`src/rtl/rr_arbiter_4.sv`:
```
//==============================================================================
// Module      : rr_arbiter_4
// Description : Four-requester round-robin arbiter with a two-state
//               (IDLE/BUSY) controller and a bounded grant tenure.
//               A grant is released by DONE, by the holder dropping its
//               request, or by the tenure counter reaching HOLD_MAX-1.
//               Release by the counter alone pulses TIMEOUT for one cycle.
//               Every release is followed by at least one IDLE cycle before
//               the next arbitration.
// Ports       : CLK     - clock; all state changes on its rising edge
//               RST     - asynchronous active-high reset
//               REQ     - per-requester request levels (bit i = requester i)
//               DONE    - release pulse from the current grant holder
//               G       - grant active
//               S1, S0  - granted index {S1,S0}, valid while G=1
//               GNT     - one-hot grant, decode of {S1,S0} gated by G
//               TIMEOUT - one-cycle pulse on a counter-forced release
// Revision    : 1.0 - initial release
//==============================================================================
`default_nettype none

module rr_arbiter_4 #(
    parameter int unsigned HOLD_MAX = 15     // max grant tenure, 1..255
) (
    input  logic       CLK,
    input  logic       RST,
    input  logic [3:0] REQ,
    input  logic       DONE,
    output logic       G,
    output logic       S1,
    output logic       S0,
    output logic [3:0] GNT,
    output logic       TIMEOUT
);

    typedef enum logic [0:0] {
        IDLE = 1'b0,
        BUSY = 1'b1
    } state_t;

    // Tenure count at which the grant is forcibly released.
    localparam logic [7:0] C_CNT_LAST = 8'(HOLD_MAX - 1);

    state_t      state_q, state_d;
    logic [1:0]  ptr_q,   ptr_d;
    logic [7:0]  cnt_q,   cnt_d;
    logic [1:0]  sel_q,   sel_d;
    logic [3:0]  gnt_q,   gnt_d;
    logic        to_q,    to_d;

    logic [1:0]  w_win_idx;
    logic        w_cnt_hit;
    logic        w_hold_req;
    logic        w_release;

    // Priority pick: scan from lowest to highest priority so the last hit,
    // i.e. the one closest to PTR, wins.
    always_comb begin
        logic [1:0] w_idx;
        w_win_idx = ptr_q;
        for (int k = 3; k >= 0; k--) begin
            w_idx = ptr_q + 2'(k);
            if (REQ[w_idx]) begin
                w_win_idx = w_idx;
            end
        end
    end

    assign w_cnt_hit  = (cnt_q == C_CNT_LAST);
    assign w_hold_req = REQ[sel_q];
    assign w_release  = DONE || !w_hold_req || w_cnt_hit;

    always_comb begin
        state_d = state_q;
        ptr_d   = ptr_q;
        cnt_d   = cnt_q;
        sel_d   = sel_q;
        gnt_d   = gnt_q;
        to_d    = 1'b0;

        case (state_q)
            IDLE: begin
                // DONE is ignored here; only a nonzero REQ starts a grant.
                if (REQ != 4'b0000) begin
                    state_d = BUSY;
                    sel_d   = w_win_idx;
                    gnt_d   = 4'b0001 << w_win_idx;
                    cnt_d   = 8'd0;
                end
            end
            BUSY: begin
                if (w_release) begin
                    state_d = IDLE;
                    gnt_d   = 4'b0000;
                    ptr_d   = sel_q + 2'd1;
                    // DONE and a dropped request both override the timeout.
                    to_d    = w_cnt_hit && !DONE && w_hold_req;
                end else begin
                    cnt_d   = cnt_q + 8'd1;
                end
            end
            default: begin
                state_d = IDLE;
                gnt_d   = 4'b0000;
            end
        endcase
    end

    always_ff @(posedge CLK or posedge RST) begin
        if (RST) begin
            state_q <= IDLE;
            ptr_q   <= 2'd0;
            cnt_q   <= 8'd0;
            sel_q   <= 2'd0;
            gnt_q   <= 4'b0000;
            to_q    <= 1'b0;
        end else begin
            state_q <= state_d;
            ptr_q   <= ptr_d;
            cnt_q   <= cnt_d;
            sel_q   <= sel_d;
            gnt_q   <= gnt_d;
            to_q    <= to_d;
        end
    end

    assign G       = (state_q == BUSY);
    assign S1      = sel_q[1];
    assign S0      = sel_q[0];
    assign GNT     = gnt_q;
    assign TIMEOUT = to_q;

endmodule

`default_nettype wire

```
`config.mk`:
```
export PLATFORM = sky130hd
export DESIGN_NAME = rr_arbiter_4
export DESIGN_NICKNAME = d
export VERILOG_FILES = /design/src/rtl/rr_arbiter_4.sv
export SDC_FILE = /design/constraint.sdc
export NUM_CORES = 1
export LEC_CHECK = 0
export ABC_AREA = 1
export CORE_UTILIZATION = 40
export CTS_CLUSTER_DIAMETER = 40
export DETAILED_ROUTE_END_ITERATION = 12
export SYNTH_ARGS = -nofsm -noshare
export SYNTH_HDL_FRONTEND = slang
export SYNTH_SLANG_ARGS = --single-unit
export TNS_END_PERCENT = 30
```
`constraint.sdc`:
```
create_clock -name CLK -period 3.37 [get_ports CLK]
set_input_delay 0.5055 -clock CLK [delete_from_list [all_inputs] [get_ports CLK]]
set_output_delay 0.5055 -clock CLK [all_outputs]
set_load 0.02 [all_outputs]
```
==> results.md <==
* Dominant cells by area after synthesis: dfrtp_1 38%, nand2_1 14%, nand3_1 9.3%, inv_1 5.4%, o22ai_2 4.2%
* Postcts setup bufs at 0
* Top-area cell type share of the netlist area at between 30 and 40%
* Worst-case clock buffer depth at 2
* Post-synthesis mux area share at 0%
* Fin Setup TNS at 0 ps
* Highest Clock Rate at between 0.5 and 0.6 GHz
* Crit start category: flip-flop
* Vias per inst at 4.990
* Sequential element share of the synthesized area at 37.97%
* Post-Syn Area at between 0.001 and 0.0015 mm2
* Area delta synth->final at 14.87%
* DR pass1 iterations at 5
* Synth Area in Compound Gates at between 10% and 20%
* Die Height at 56.46 um
* CTS tree: done
* Largest net degree at the start of global routing at 19
* Hpwl dp at about 1700 um
* Worst-margin pin slew at 672.8 ps
* Synthesized instance count at 150
* GRT Overall Usage at approximately 17%
* Drt drc at 0
* Hold_buf cts at 0
* Ys flop type: dfrtp_1
* Clock Tree Root: clkbuf_4
* Min-Delay Path Class: reg2reg
* Inst Count DP at around 190
* Status: complete, no violations
* Final Hold Viols at 0
* Worst rel slew slack at a little under three fifths
* Global-route wire length before repair at about 4300 um
* Vias in the first global route at between 900 and 1,000
* CP top delay family: buffers and inverters
* Clock Sinks at 18
* Commonest non-fill, non-tap cell in the layout: nand2_1
* Avg Synthesized Cell Area at ~8 um2
* H-tree levels at 1
* Max-slew violation count at 0
* Most frequent cells in the layout: 45 x nand2_1, 22 x nand3_1, 18 x dfrtp_1, 17 x inv_1, 14 x clkdlybuf4s50_1
* Buffers on Ports at 14
* Routed len/inst at roughly 12 um
* Period utilisation layout at 58.89%
* # rows at 19
* CP Buf/Inv Count at 1
* Post-synthesis simple-gate area fraction at between 30% and 40%
* Xor and xnor area share after synthesis at between 5 and 6%
* Syn nets at around 160
* Leak Pwr at approximately 0.00065 uW
* ANT nets after route at 0
* GR Overflow Total at 0
* Core area at roughly 0.0028 mm2
* Max-Cap Viols at 0
* Crit Path Category: reg2out
* Worst skew pair latency at 300 ps
* Ratio of cells with drive above 1 in the final layout at about 15%
* Initial drt markers at 6
* Routability Congestion at about 0.86
* Initial antenna violation count at 0
* Clock transition at path regs at 100 ps
* Total Die Area at between 0.003 and 0.004 mm2
* Slowest CP cell: clkdlybuf4s50_1
* Nets@finish at 174
* WP data arrival at around 1500 ps
* Die width at 56.46 um
* Cts repair resizes at 0
* Post-synth EDFFs at 0
* Adder-Cell Fraction of Synth Area at under 10%
* Worst path max stage delay at 670 ps
* Final worst path period need at about 2000 ps
* Initial Util at a little over two fifths
* #FFs+latches synth at 18
* Async set-reset flop share out of synthesis at 100.0%
* Synth warnings at 0
* Worst EP required at between 2000 and 3000 ps
* Maximum VDD drop at 0.0006279 V
* Non-filler cells, final at between 150 and 200
* Critical path, cell by cell: clkdlybuf4s50_1
* Fillers at between 200 and 300
* Power density cells at between 800 and 900 mW/mm2
* Ant. Diodes at 0
* Total wire length at roughly 2300 um
* # setup viols final at 0
* I/O Pins at 15
* Fin Clk Skew at 1.581 ps
* CTS buffer count at 3
* RSZ-0062 raised after global routing: no
* Yosys top cell by area: dfrtp_1
* Final Power at between 1000 and 1500 uW
* Netlist cell types at 26
* Critical Path Fanout Max at 6
* CP endpoint kind: output pin
* Vias after detailed routing at roughly 1,000
* Largest family of logic cells by synthesized area: simple AND/OR/NAND/NOR gates
==> per-layer routing <==
layer / vias up / share of wire, % / GRT usage [%]
met1: 436 / 52 / 23.39
met4: 0 / 1.3 / 4.181
met2: 22 / 42 / 25.38
met5: - / 0 / 0
met3: 3 / 4.6 / 4.147
li1: 512 / - / -
==> per-stage QoR <==
step / hold WS (ps) / worst slack (ps) / utilization [%] / cell area [um2]
final: 522.8 / 1385 / 48.99 / 1363
after global placement: 500.8 / 1232 / 47.68 / 1326
after global routing: 553.9 / 1302 / 48.99 / 1363
after CTS: 535.1 / 1359 / 48.99 / 1363
after detailed placement: 506.6 / 1160 / 47.68 / 1326
after floorplan: 444.1 / 1897 / - / 1186
==> final timing paths <==
kind                            slack (ps)  depth (start not counted)              endpoint                 start
worst max-delay path                  1390                          1                     G           G$_DFF_PP0_
worst min-delay path                   520                          2    GNT[2]$_DFFE_PP0P_    GNT[2]$_DFFE_PP0P_
worst max register to register        1720                          7  cnt_q[6]$_DFFE_PP0P_  sel_q[0]$_DFFE_PP0P_
worst min register to register         520                          2    GNT[2]$_DFFE_PP0P_    GNT[2]$_DFFE_PP0P_
max in group asynchronous             2350                          2    GNT[3]$_DFFE_PP0P_                   RST
min in group asynchronous              590                          2  cnt_q[1]$_DFFE_PP0P_                   RST
==> synth_stat cells (2+ instances only) <==
cell type	number
nand2_1	45
nand3_1	22
dfrtp_1	18
inv_1	17
nand2_2	5
o21ai_0	5
nor2_1	4
o22ai_2	4
xor2_1	4
buf_6	3
inv_2	3
xnor2_1	3
ha_1	2
o21ai_1	2
o21ai_2	2
==> cell type report <==
cell class / count / area (um2) / area share (%)
Sequential cell: 18 / 450.4 / 33.06
Timing Repair Buffer: 14 / 140.1 / 10.28
Clock buffer: 4 / 36.28 / 2.663
Inverter: 20 / 75.07 / 5.510
Multi-Input combinational cell: 108 / 621.8 / 45.64
Tap cell: 31 / 38.79 / 2.847
==> cells by family after synthesis <==
family,after synthesis
AND/OR/NAND/NOR,81
buffers and inverters,24
flip-flops,18
AO/OA/AOI/OAI,18
XOR/XNOR,7
adder cells (fa/ha/maj),2
==> sequential cells by signal, indices dropped and copies added (netlist names) <==
signal,count
G,1
GNT,4
TIMEOUT,1
cnt_q,8
ptr_q,2
sel_q,2
==> where the power goes <==
part	internal (uW)	switching, uW
clock network	65.9	68.3
logic	238	390
registers	271	84.7
==> tightest hold or removal path: cells and delay by family, from the launching register on <==
family | cells | cell delay (ps)
and+or+nand+nor | 2 | 140
DFF | 1 | 360
Power figures use the tool's default switching activity.
